File: src/rtl/spi_slave.sv
// SPI target oversampled on clk: supports all CPOL/CPHA modes, single-entry TX buffer
// with ready/load handshake, and a one-cycle rx_valid strobe per received word.
//   state | meaning
//   IDLE  | not selected; sclk edges ignored, mode tracked
//   SEL   | selected; sample/shift edges processed, miso driven
module spi_slave #(
    parameter int DATA_W      = 8,
    parameter int SYNC_STAGES = 2
) (
    input  logic              clk,
    input  logic              rst_n,
    input  logic [1:0]        mode,
    input  logic              sclk,
    input  logic              cs_n,
    input  logic              mosi,
    output logic              miso,
    output logic              miso_oe,
    input  logic [DATA_W-1:0] tx_data,
    input  logic              tx_load,
    output logic              tx_ready,
    output logic              tx_underrun,
    output logic [DATA_W-1:0] rx_data,
    output logic              rx_valid,
    output logic              busy
);
    localparam int CNT_W = (DATA_W > 1) ? $clog2(DATA_W) : 1;
    localparam logic [CNT_W-1:0] LAST_BIT = CNT_W'(DATA_W - 1);

    typedef enum logic {IDLE, SEL} state_t;

    state_t                 state_q, state_d;
    logic [SYNC_STAGES-1:0] sclk_sync_q, cs_sync_q, mosi_sync_q;
    logic                   sclk_s, cs_n_s, mosi_s;
    logic                   sclk_prev_q;
    logic [1:0]             mode_q;
    logic [CNT_W-1:0]       bit_cnt_q, bit_cnt_d;
    logic [DATA_W-1:0]      rx_shreg_q, rx_shreg_d;
    logic [DATA_W-1:0]      rx_data_q, rx_data_d;
    logic                   rx_valid_q, rx_valid_d;
    logic [DATA_W-1:0]      tx_shreg_q, tx_shreg_d;
    logic [DATA_W-1:0]      tx_buf_q, tx_buf_d;
    logic                   tx_ready_q, tx_ready_d;
    logic                   tx_underrun_q, tx_underrun_d;
    logic                   fresh_q, fresh_d;
    logic                   select, deselect, active;
    logic                   lead, trail, sample_edge, shift_edge;
    logic                   load_tx, accept;

    assign sclk_s = sclk_sync_q[SYNC_STAGES-1];
    assign cs_n_s = cs_sync_q[SYNC_STAGES-1];
    assign mosi_s = mosi_sync_q[SYNC_STAGES-1];

    always_ff @(posedge clk or negedge rst_n) begin
        if (!rst_n) begin
            sclk_sync_q <= '0;
            cs_sync_q   <= '1;
            mosi_sync_q <= '0;
            sclk_prev_q <= 1'b0;
            mode_q      <= 2'b00;
        end else begin
            sclk_sync_q <= {sclk_sync_q[SYNC_STAGES-2:0], sclk};
            cs_sync_q   <= {cs_sync_q[SYNC_STAGES-2:0], cs_n};
            mosi_sync_q <= {mosi_sync_q[SYNC_STAGES-2:0], mosi};
            sclk_prev_q <= sclk_s;
            if (cs_n_s) begin
                mode_q <= mode;
            end
        end
    end

    always_ff @(posedge clk or negedge rst_n) begin
        if (!rst_n) begin
            state_q <= IDLE;
        end else begin
            state_q <= state_d;
        end
    end

    always_comb begin
        state_d = state_q;
        case (state_q)
            IDLE:    if (!cs_n_s) state_d = SEL;
            SEL:     if (cs_n_s)  state_d = IDLE;
            default: state_d = IDLE;
        endcase
    end

    always_comb begin
        busy    = 1'b0;
        miso_oe = 1'b0;
        miso    = 1'b0;
        if (state_q == SEL) begin
            busy    = 1'b1;
            miso_oe = 1'b1;
            miso    = tx_shreg_q[DATA_W-1];
        end
    end

    assign select   = (state_q == IDLE) && !cs_n_s;
    assign deselect = (state_q == SEL) && cs_n_s;
    assign active   = (state_q == SEL) && !cs_n_s;
    assign lead     = active && (sclk_prev_q == mode_q[1]) && (sclk_s != mode_q[1]);
    assign trail    = active && (sclk_prev_q != mode_q[1]) && (sclk_s == mode_q[1]);
    assign sample_edge = mode_q[0] ? trail : lead;
    assign shift_edge  = mode_q[0] ? lead  : trail;

    // fresh_q marks a word loaded but not yet shifted, so the first CPHA=1 leading
    // edge after select presents it instead of consuming the buffer a second time.
    assign load_tx = select || (shift_edge && (bit_cnt_q == '0) && !fresh_q);
    assign accept  = tx_load && tx_ready_q;

    always_comb begin
        tx_shreg_d    = tx_shreg_q;
        tx_buf_d      = tx_buf_q;
        tx_ready_d    = tx_ready_q;
        tx_underrun_d = 1'b0;
        fresh_d       = fresh_q;
        if (load_tx) begin
            tx_shreg_d    = tx_ready_q ? '0 : tx_buf_q;
            tx_underrun_d = tx_ready_q;
            fresh_d       = 1'b1;
        end else if (shift_edge) begin
            fresh_d = 1'b0;
            if (bit_cnt_q != '0) begin
                tx_shreg_d = {tx_shreg_q[DATA_W-2:0], 1'b0};
            end
        end
        if (accept) begin
            tx_buf_d   = tx_data;
            tx_ready_d = 1'b0;
        end else if (load_tx) begin
            tx_ready_d = 1'b1;
        end
    end

    always_comb begin
        bit_cnt_d  = bit_cnt_q;
        rx_shreg_d = rx_shreg_q;
        rx_data_d  = rx_data_q;
        rx_valid_d = 1'b0;
        if (select || deselect) begin
            bit_cnt_d = '0;
        end else if (sample_edge) begin
            rx_shreg_d = {rx_shreg_q[DATA_W-2:0], mosi_s};
            if (bit_cnt_q == LAST_BIT) begin
                bit_cnt_d  = '0;
                rx_data_d  = {rx_shreg_q[DATA_W-2:0], mosi_s};
                rx_valid_d = 1'b1;
            end else begin
                bit_cnt_d = bit_cnt_q + 1'b1;
            end
        end
    end

    always_ff @(posedge clk or negedge rst_n) begin
        if (!rst_n) begin
            bit_cnt_q     <= '0;
            rx_shreg_q    <= '0;
            rx_data_q     <= '0;
            rx_valid_q    <= 1'b0;
            tx_shreg_q    <= '0;
            tx_buf_q      <= '0;
            tx_ready_q    <= 1'b1;
            tx_underrun_q <= 1'b0;
            fresh_q       <= 1'b0;
        end else begin
            bit_cnt_q     <= bit_cnt_d;
            rx_shreg_q    <= rx_shreg_d;
            rx_data_q     <= rx_data_d;
            rx_valid_q    <= rx_valid_d;
            tx_shreg_q    <= tx_shreg_d;
            tx_buf_q      <= tx_buf_d;
            tx_ready_q    <= tx_ready_d;
            tx_underrun_q <= tx_underrun_d;
            fresh_q       <= fresh_d;
        end
    end

    assign tx_ready    = tx_ready_q;
    assign tx_underrun = tx_underrun_q;
    assign rx_data     = rx_data_q;
    assign rx_valid    = rx_valid_q;

endmodule

File: config.mk
export PLATFORM = sky130hd
export DESIGN_NAME = spi_slave
export DESIGN_NICKNAME = d
export VERILOG_FILES = /design/src/rtl/spi_slave.sv
export SDC_FILE = /design/constraint.sdc
export NUM_CORES = 1
export LEC_CHECK = 0
export CAP_MARGIN = 15
export CORE_UTILIZATION = 52
export DETAILED_ROUTE_END_ITERATION = 6
export GPL_TIMING_DRIVEN = 0
export MAX_ROUTING_LAYER = met4
export PLACE_DENSITY = 0.77
export SYNTH_ARGS = -nofsm -noshare
export SYNTH_HDL_FRONTEND = slang
export SYNTH_SLANG_ARGS = --single-unit
File: constraint.sdc
create_clock -name clk -period 2.16 [get_ports clk]
set_input_delay 0.216 -clock clk [delete_from_list [all_inputs] [get_ports clk]]
set_output_delay 0.216 -clock clk [all_outputs]
set_load 0.005 [all_outputs]
Yosys cells after proc, flatten, opt, wreduce, memory -nomap -nowiden
Cells that the tools add are included.

word-level totals
  input port bits = 16
  bits in registers = 48
  word-level logic and storage cells = 66

cells by class
  add/subtract/negate cells = 1
  muxes and demuxes = 20
  bitwise operators = 2
  eq/ne operators = 5
  reductions and logical operators = 23

operator list
  kind                 count
  $mux 8               4
  $mux 1               13
  $logic_and 1x1->1    10
  $mux 3               3
  $reduce_bool 2->1    4
  $reduce_and 2->1     2
  $add 3x1->3 const B  1
  $eq 3x3->1 const B   1
  $logic_not 3->1      1
  $reduce_and 3->1     1
  $reduce_bool 3->1    1
  $eq 1x1->1           2
  $logic_not 1->1      2
  $logic_or 1x1->1     2
  $ne 1x1->1           2
  $not 1->1            2

Depth between registers and ports, before layout
  depth in word-level cells = 10
  gate-level depth with buffers = 7

Worst setup path before layout
No wires, ideal clock.

  path type = flip-flop to flip-flop
  start = register cs_sync_q[1]
  end = register rx_shreg_q[0]
  library setup time = 125 ps
  path slack = 272 ps
  period minus slack after synthesis = 1888 ps
  stages on the path, launching flop included = 7
  data required time = 2035 ps
  arrival = 1764 ps
  cell sequence = dfstp_2 > inv_1 > ha_1 > nand4b_1 > mux2i_1 > buf_2 > mux2_2

on the way
  cells in the longest elaborated chain, start to end = 6
  elaborated cells between the ends (all ways) = 12
  classes of those cells = 1 x mux; 1 x bitwise; 10 x reduce/logical

ends and longest elaborated chain
  item                                                      line      text
  start, declared                                           32        logic [SYNC_STAGES-1:0] sclk_sync_q, cs_sync_q, mosi_sync_q;
  start signal, assigned                                    62        cs_sync_q <= {cs_sync_q[SYNC_STAGES-2:0], cs_n};
  $logic_not 1->1                                           99, 101
  $logic_and 1x1->1                                         101       assign active = (state_q == SEL) && !cs_n_s;
  $logic_and 1x1->1, on equally long branches (2 in a row)  102, 103
  $mux 1                                                    104       assign sample_edge = mode_q[0] ? trail : lead;
  $reduce_and 2->1 (no line) *                              --
  end signal, assigned                                      168       rx_shreg_q <= rx_shreg_d;
  end, declared                                             37        logic [DATA_W-1:0] rx_shreg_q, rx_shreg_d;

Mark *: on every way between the ends. The rest lies on a longest branch, timed or not.
A chain may end at the register's enable or synchronous reset.

Worst setup path after layout
Ends and elaborated chain as after synthesis.

==> results_dict.tcl <==
set metrics [dict create \
    insertion_delay_ns 0.30 \
    postSynthAreaPerCell_sq_um 13.44 \
    post-route-drc-count 0 \
    r2r_slack_ns 0.06 \
    grt_pass1_vias 1396 \
    gp_congestion 0.8284 \
    grt_max_degree 30 \
    grt_setup_unrepaired "yes" \
    vias_per_cell 5.400 \
    drtPass1Iterations 4 \
    synth_cells 153 \
    overflow 0 \
    area_growth_pct 24.22 \
    die_area_sq_um 4209 \
    hpwlAfterDp_microns 2653 \
    crit_chain "inv_1 -> ha_1 -> nand4b_1 -> mux2i_2 -> buf_4 -> mux2_2" \
    grt_pass1_wl_microns 6513 \
    ant_nets 0 \
    first_iter_violations 54 \
    ys_ff_latch 48 \
    placed_cell_area_sq_um 2421 \
    cpPeakStageDelay_ns 0.55 \
    h-tree-depth 2 \
    layoutNonFillerInstCount 240 \
    die_h_microns 64.88 \
    relSlewSlack_pct 67.61 \
    p_seq_share_pct 52.6 \
    max_freq_ghz 0.4759 \
    swShare_pct 25.10 \
    placed_cells 231 \
    crit_family "multiplexers" \
    setup_viol 0 \
    period_share_pct 97.28 \
    regArea_sq_um 1205 \
    cts_buffers 5 \
    n_antenna_cell 0 \
    core_area_sq_um 3716 \
    synthTopCellsByArea "dfrtp_1, mux2_2, nor2b_1" \
    fin_worst_skew_ns 0.006350 \
    clk_pin_slew_ns 0.09 \
    tritoncts "yes" \
    routed_wirelength_microns 3696 \
    ctsRootBufferMaster "clkbuf_8" \
    rows 22 \
    clock-sinks 48 \
    hold_viol 0 \
    ys_types 32 \
    drive_above_1_share_pct 23.96 \
    power.leakage_nw 1.167 \
    cp-start-kind "register" \
    track_usage_pct 21.30 \
    fin_ws_ns 0.05876 \
    detailedPlace.worstSlack_ns 0.02413 \
    synth_top_area_share_pct 54.78 \
    tightest_slew_ns 0.4859 \
    multi_input_area_sq_um 774.5 \
    slowest_stage "dfstp_2" \
    design_power_total_mw 2.070 \
    drv_cap 0 \
    ys.warnings.count 0 \
    nets 212 \
    synth_area_sq_um 2056 \
    combPwrFrac_pct 16.0 \
    p_int_mw 1.550 \
    start_util_pct 55.32 \
    synth_top_area_cell "dfrtp_1" \
    die_w_microns 64.88 \
    p_clk_share_pct 31.3 \
    synth_nets 174 \
    num_vias 1296 \
    portBuffers 29 \
    fill_cells 285 \
    clockBufferDepth 2 \
    fin_area_sq_um 2554 \
    outcome "finished, final reports clean" \
    wl_per_cell_microns 15.40 \
    crit_arrival_ns 2.29 \
    p_switching_mw 0.5194 \
    worstPathRequired_ns 2.35 \
    io_pins 30 \
    drv_slew 0 \
    worstSetupPathType "reg -> reg" \
    ys_seq_area_share_pct 58.61 \
    power.density_nw_per_um2 810.4 \
    vdd_ir_drop_max_mv 0.5001 \
    post_cts_buffers 0 \
    fin_crit_ns 2.101 \
    crit_fanout 10 \
    fin_util_pct 68.72 \
    holdCritPathClass "in -> reg" \
    worst-path-buf-inv 2 \
    grt_antenna_before_repair 0 \
    cp-end-kind "register" \
]
==> per-layer routing <==
layer  vias up  global-route usage (%)  part of all wire, %  wire length, microns
li1        612                       -                    -                     -
met1       661                   25.71                   45                  1660
met2        19                   35.55                   52                  1915
met3         4                   3.873                  2.7                   100
met4         0                   8.056                 0.51                    19
met5         -                       -                    0                     0
==> metrics by stage <==
step	hold WS [ns]	TNS, ns
after global routing	0.3289	-0.1843
after detailed placement	0.2038	0
after CTS	0.3174	0
after global placement	0.3336	-13.22
final	0.3304	0
after floorplan	-0.07959	0
==> worst reg2reg max path, cell delays in order, from the launching register on <==
cell,delay (ns)
dfstp_2,0.55
inv_1,0.08
ha_1,0.38
nand4b_1,0.14
mux2i_2,0.25
buf_4,0.24
mux2_2,0.35
==> cell usage after synthesis <==
cell type / number
mux2_2: 24
and3b_2: 1
clkbuf_1: 1
o22ai_1: 7
nor3b_1: 1
a32o_1: 3
nand3_1: 1
o2bb2ai_1: 1
nor2b_1: 15
inv_1: 15
mux2i_4: 1
or3b_1: 1
o21ai_0: 2
dfstp_2: 3
a21oi_4: 1
buf_2: 1
nand2b_1: 1
xnor2_2: 1
a21o_1: 1
nand3b_1: 2
dfrtp_1: 45
mux2i_1: 2
nand4b_1: 2
buf_1: 2
buf_4: 1
nor2_1: 2
nand2_2: 1
nand2_1: 1
a221oi_1: 7
ha_1: 5
mux2_1: 1
a21oi_2: 1
==> registers in the layout, indices dropped and copies added, names as in the netlist <==
register     flops
sclk_prev_q      1
state_q          1
tx_ready         1
cs_sync_q        2
bit_cnt_q        3
fresh_q          1
rx_valid         1
rx_shreg_q       7
mosi_sync_q      2
rx_data          8
mode_q           2
tx_underrun      1
sclk_sync_q      2
tx_buf_q         8
tx_shreg_q       8
==> power groups by stage <==
stage / logic (mW) / registers (mW) / clock network, mW
6_report: 0.332 / 1.09 / 0.649
3_5_place_dp: 0.330 / 1.11 / 0
5_1_grt: 0.370 / 1.11 / 0.699
2_1_floorplan: 0.225 / 1.08 / 0
4_1_cts: 0.332 / 1.09 / 0.667
3_3_place_gp: 0.306 / 1.10 / 0
==> timing repair <==
action / CTS / global route
endpoints found under the setup margin: 7 / 9
endpoints found under the hold margin: 18 / 0
resized for setup: 1 / 1
hold buffers: 1 / 0
==> layout make-up <==
class / instances / area share [%]
Sequential cell: 48 / 47.18
Clock buffer: 5 / 2.695
Multi-Input combinational cell: 85 / 30.33
Clock inverter: 3 / 1.862
Tap cell: 48 / 2.352
Timing Repair Buffer: 31 / 12.35
Buffer: 5 / 1.029
Inverter: 15 / 2.205
==> path summary, 6_finish.rpt <==
check / start / to / depth (start not counted)
worst max-delay path: cs_sync_q[1] / rx_shreg_q[0] / 6
worst min-delay path: cs_n / cs_sync_q[0] / 1
worst max register to register: cs_sync_q[1] / rx_shreg_q[0] / 6
worst min register to register: sclk_sync_q[0] / sclk_sync_q[1] / 0
max in group asynchronous: rst_n / cs_sync_q[0] / 3
min in group asynchronous: rst_n / mode_q[1] / 2
==> cell families (layout without fill, tap and decap cells) <==
kind of cell,after synthesis,in the layout,share of synthesized area (%)
compound gates,23,23,9.069
mux,28,28,15.76
simple gates,28,28,8.826
flops,48,48,58.61
buf+inv,20,59,3.895
xor+xnor,1,1,0.7914
fa+ha+maj,5,5,3.043
==> cell usage in the layout, fill, tap and decap left out, drive strengths merged, types with 2 or more instances in the layout <==
cell / instances
inv: 15
a221oi: 7
clkdlybuf4s50: 28
nand4b: 2
mux2: 25
o22ai: 7
nor2: 2
nor2b: 15
dfstp: 3
ha: 5
dfrtp: 45
nand2: 2
nand3b: 2
buf: 6
a21oi: 2
a32o: 3
o21ai: 2
clkinv: 2
mux2i: 3
clkbuf: 6
No activity file was read; power rests on OpenSTA's default activity.
==> RTL edit 1, RTL diff (same flow settings) <==
Change the parameter `SYNC_STAGES` from 2 to 4.
--- a/src/rtl/spi_slave.sv
+++ b/src/rtl/spi_slave.sv
@@ -6,5 +6,5 @@
 module spi_slave #(
     parameter int DATA_W      = 8,
-    parameter int SYNC_STAGES = 2
+    parameter int SYNC_STAGES = 4
 ) (
     input  logic              clk,
Behaviour: not the same (a bounded check fails within 4 cycles, from zero or initial values and one cycle with rst_n low).
==> RTL edit 1 against the unedited design <==
  * Power up 0.24%
  * Global-route usage shrank 3.2 points
  * Area after synthesis rose by 7.4%
  * Sequential cell count up 6
  * Sequential share of layout area is 3.5 points higher
  * Critical path depth unchanged
  * Wire length fell by 7.2%
  * Cell area is 4.9% higher
  * Critical path type unchanged
  * Final cell count rose by 3.3%
  * Largest power group unchanged
  * Critical endpoint is now rx_shreg_q[2]
  * Core utilization down 2.2 points
  * Setup slack better by 0.025 ns
  * Hold slack lost 0.0017 ns
==> RTL edit 1: results (changes against the unedited design) <==
metric,value,unit,change
first-pass GRT wire length,5830,um,-10%
"Net Count, Synth",180,,+3.4%
Final Skew,0.0101,ns,+0.00379 ns
Iteration-0 DRC Markers,43,,-20%
most common library cells after synthesis,"dfrtp_1, mux2_2, inv_1, nor2b_1",,
DRT Pass-1 Iters,4,,unchanged
Ys Warns,0,,unchanged
main area contributors after synthesis,"dfrtp_1, mux2_2, dfstp_2, nor2b_1, ha_1",,
Worst Path Arrival,2.26,ns,-0.03 ns
XOR/XNOR Fraction of Synth Area,0.737,%,-0.055 points
reg-to-reg endpoint,rx_shreg_q[2],,
worst r2r src,cs_sync_q[3],,
fillcell total,305,,+7.0%
post-synthesis mux area share,14.7,%,-1.1 points
sequential cell area fraction in the yosys report,61.5,%,+2.9 points
setup slack at placement,0.0472,ns,+0.0231 ns
status,"finished, final reports clean",,
fin nets,218,,+2.8%
Pleak,1.23,nW,+5.0%
Peak VDD IR,0.554,mV,+11%
hpwl dp,2560,um,-3.5%
CP peak stage delay,0.57,ns,+0.02 ns
Switch Pwr,0.000524,W,+0.89%
Least-Margin Pin Slew,0.585,ns,+0.0992 ns
CP max FO,10,,unchanged
DR vias/cell,5.25,,-2.7%
Crit-path slowest cell,dfstp_2,,
WHS Path Cells,1,,unchanged
family with the most delay on the worst path,multiplexers,,
R2R depth,6,,unchanged
largest net degree at the start of global routing,30,,unchanged
Root Buffer Master,clkbuf_8,,
Total Wirelength,3430,um,-7.2%
GP Congestion,0.764,,-7.8%
"setup slack, reg-to-reg",0.08,ns,+0.03 ns
number of global-route vias before repair,1341,,-3.9%
layout cells sized above 1,24.2,%,+0.28 points
ys async rst share,100,%,unchanged
n_diodes,0,,unchanged
Post-Synth Adder-Cell Area,2.83,%,-0.21 points
initial antenna violation count,0,,unchanged
Compound-Gate Fraction of Synth Area,8.44,%,-0.63 points
prevailing post-synth register cell,dfrtp_1,,
All-Layer GR Usage,18.1,%,-3.2 points
Hold Path Origin,cs_n,,
RTL edit 1: cell types whose count changed after synthesis:
cell / before / now
dfstp_2: 3 / 5
dfrtp_1: 45 / 49
RTL edit 1: worst max-delay path by stage:
| stage | slack [ns] | from | cells after the start | to |
|---|---|---|---|---|
| after floorplan | 0.27 | cs_sync_q[3] | 6 | rx_shreg_q[0] |
| after global placement | -0.60 | rst_n | 1 | tx_buf_q[3] |
| after detailed placement | 0.05 | cs_sync_q[3] | 6 | rx_shreg_q[2] |
| after CTS | 0.04 | cs_sync_q[3] | 6 | rx_shreg_q[2] |
| after global routing | -0.006 | cs_sync_q[3] | 6 | rx_shreg_q[2] |
| final | 0.08 | cs_sync_q[3] | 6 | rx_shreg_q[2] |
RTL edit 1: per-layer routing:
metal,global-route usage (%),part of all wire [%],wire length (um)
met1,21.1,44,1510
met2,30.9,52,1790
met3,5.07,3.6,123
met4,3.99,0.23,8
met5,-,0,0
RTL edit 1: power groups by stage:
stage	logic (W)	registers (W)	clock network, W
detailed placement	0.000327	0.00123	0
floorplan	0.000225	0.00121	0
CTS	0.000330	0.00121	0.000564
global placement	0.000308	0.00122	0
finish	0.000326	0.00121	0.000542
global route	0.000364	0.00122	0.000600
RTL edit 1: per-stage QoR:
step	area, sq um	cells	hold WS, ns
floorplan	2210	159	-0.0796
global placement	2560	238	0.333
detailed placement	2580	239	0.251
CTS	2680	248	0.325
global route	2680	248	0.309
finish	2680	248	0.329
RTL edit 1: logic make-up after synthesis:
kind of cell / Yosys count
and+or+nand+nor: 28
DFF: 54
buffers and inverters: 20
xor gates and xnor gates: 1
AOI/OAI and AO/OA: 23
adders and majority gates: 5
muxes: 28
RTL edit 1: timing repair:
action                                  CTS  global route
hold buffers                              1             0
gates cloned                              0             0
endpoints found under the hold margin    21             0
endpoints found under the setup margin    2             1
buffers inserted                          0             0
pin swaps                                 0             0
resized for setup                         1             1
RTL edit 1: layout make-up:
cell class / count / area share, %
Buffer: 5 / 0.980
Sequential cell: 54 / 50.7
Tap cell: 50 / 2.33
Timing Repair Buffer: 31 / 11.8
Inverter: 15 / 2.10
Clock inverter: 3 / 0.700
Clock buffer: 5 / 2.57
Multi-Input combinational cell: 85 / 28.9
==> RTL edit 2, RTL diff (same settings) <==
Without the edit above. Reset style: synchronous (`rst_n`), changed in 3 clocked blocks.
--- a/src/rtl/spi_slave.sv
+++ b/src/rtl/spi_slave.sv
@@ -51,5 +51,5 @@
     assign mosi_s = mosi_sync_q[SYNC_STAGES-1];
 
-    always_ff @(posedge clk or negedge rst_n) begin
+    always_ff @(posedge clk) begin
         if (!rst_n) begin
             sclk_sync_q <= '0;
@@ -69,5 +69,5 @@
     end
 
-    always_ff @(posedge clk or negedge rst_n) begin
+    always_ff @(posedge clk) begin
         if (!rst_n) begin
             state_q <= IDLE;
@@ -153,5 +153,5 @@
     end
 
-    always_ff @(posedge clk or negedge rst_n) begin
+    always_ff @(posedge clk) begin
         if (!rst_n) begin
             bit_cnt_q     <= '0;
Function: differs if rst_n is asserted again (counterexample within 4 cycles, from zero or initial values and one cycle with rst_n low); with rst_n held inactive, the same outputs for 10 cycles.
==> RTL edit 2 against the unedited design <==
  * Sequential cell count stayed put
  * Fmax increased by 13%
  * Sequential share of layout area fell by 11 points
  * First-iteration DRC count up 80%
  * Area after synthesis rose by 5.7%
  * Non-clock buffer count grew 5
  * Wire length is 13% higher
  * Global-route usage increased by 0.31 points
  * Cell area increased by 3.5%
  * Setup slack better by 0.25 ns
  * Largest cell class is now multi-input gates
Power is not compared: it rests on default switching activity, and its combinational part moved more than twofold at a synthesized area within 25%.
==> RTL edit 2: results (changes against the unedited design) <==
metric,value,unit,change
Unique masters post-synth,34,,+6.3%
DR vias/cell,5.24,,-3.0%
Synth-to-Final Area Change,21.7,%,
CP peak stage delay,0.43,ns,-0.12 ns
most common library cells after synthesis,"dfxtp_1, nand2_1, a21oi_1",,
crit path from,cs_sync_q[1],,
status,"finished, final reports clean",,
"Net Count, Synth",270,,+55%
All-Layer GR Usage,21.6,%,+0.31 points
setup slack at placement,0.310,ns,+0.286 ns
R2R depth,7,,+1
fin nets,305,,+44%
sequential cell area fraction in the yosys report,44.2,%,-14 points
worst hold endpoint,cs_sync_q[1],,
n_diodes,0,,unchanged
hpwl dp,3150,um,+19%
dpl cell area,0.00251,sq mm,+3.9%
largest net degree at the start of global routing,15,,-50%
Worst Path Arrival,2.02,ns,-0.27 ns
Crit-path slowest cell,dfxtp_1,,
GP Congestion,0.787,,-5.1%
Ys Warns,0,,unchanged
fillcell total,357,,+25%
reg-to-reg endpoint,rx_data[0],,
family with the most delay on the worst path,flip-flops,,
number of global-route vias before repair,1552,,+11%
first-pass GRT wire length,6980,um,+7.2%
Least-Margin Pin Slew,0.606,ns,+0.120 ns
I/O Buffers,28,,-3.4%
CTS resizes,0,,-1
WHS Path Cells,2,,+1
fin crit share,85.7,%,-12 points
Iteration-0 DRC Markers,97,,+80%
Hold Path Origin,rst_n,,
Final Skew,0.00167,ns,-0.00468 ns
main area contributors after synthesis,"dfxtp_1, a21oi_1, nand2_1, a21oi_2, o21ai_0",,
ys async rst share,0,%,-100 points
layout cells sized above 1,12.7,%,-11 points
Routed WL per cell,12.5,um,-19%
==> RTL edit 2: changes by cell type after synthesis, sizes merged, moves of 8 or more <==
cell / delta
dfxtp: +48
dfrtp: -45
nor2b: -8
a21oi: +34
nor2: +10
o21ai: +18
nand2: +41
mux2: -22
nand3: +9
a211oi: +8
==> RTL edit 2: final cells by class <==
cell class / instances / share of cell area (%)
plain buffers: 13 / 2.56
clock buffers: 5 / 2.60
clock inverters: 2 / 2.27
inverters: 8 / 1.14
multi-input cells: 180 / 42.1
flip-flops and latches: 48 / 36.3
well taps: 50 / 2.37
repair buffers: 28 / 10.6
==> RTL edit 2: per-stage QoR <==
step | util (%) | cells | hold WS [ns]
detailed placement | 62.9 | 327 | 0.400
global placement | 62.9 | 327 | 0.389
finish | 66.1 | 334 | 0.278
global route | 66.1 | 334 | 0.301
floorplan | - | 249 | 0.317
CTS | 66.1 | 334 | 0.268
==> RTL edit 2: logic make-up (layout without fill, tap and decap cells) <==
logic type                 after synthesis  after routing  share of synthesized area (%)
and+or+nand+nor                        101            101                           23.8
AOI/OAI and AO/OA                       65             65                           17.9
DFF                                     48             48                           44.2
buffers and inverters                   21             56                           4.49
muxes                                    8              8                           5.36
adders and majority gates                5              5                           2.88
xor gates and xnor gates                 1              1                           1.27
==> RTL edit 2: worst reg2reg max path, cell delays in order (launching register included) <==
cell and delay [ns]:
dfxtp_1 0.43, inv_1 0.09, ha_1 0.33, and4b_1 0.25, mux2_4 0.32, buf_6 0.15
nand3_1 0.09, a21oi_2 0.06
==> RTL edit 2: metal layers <==
layer	vias up	wire length (um)	track usage, %
met1	798	2000	26.2
li1	918	-	-
met5	-	0	-
met3	6	151	5.14
met2	27	1980	35.1
met4	0	53	7.18
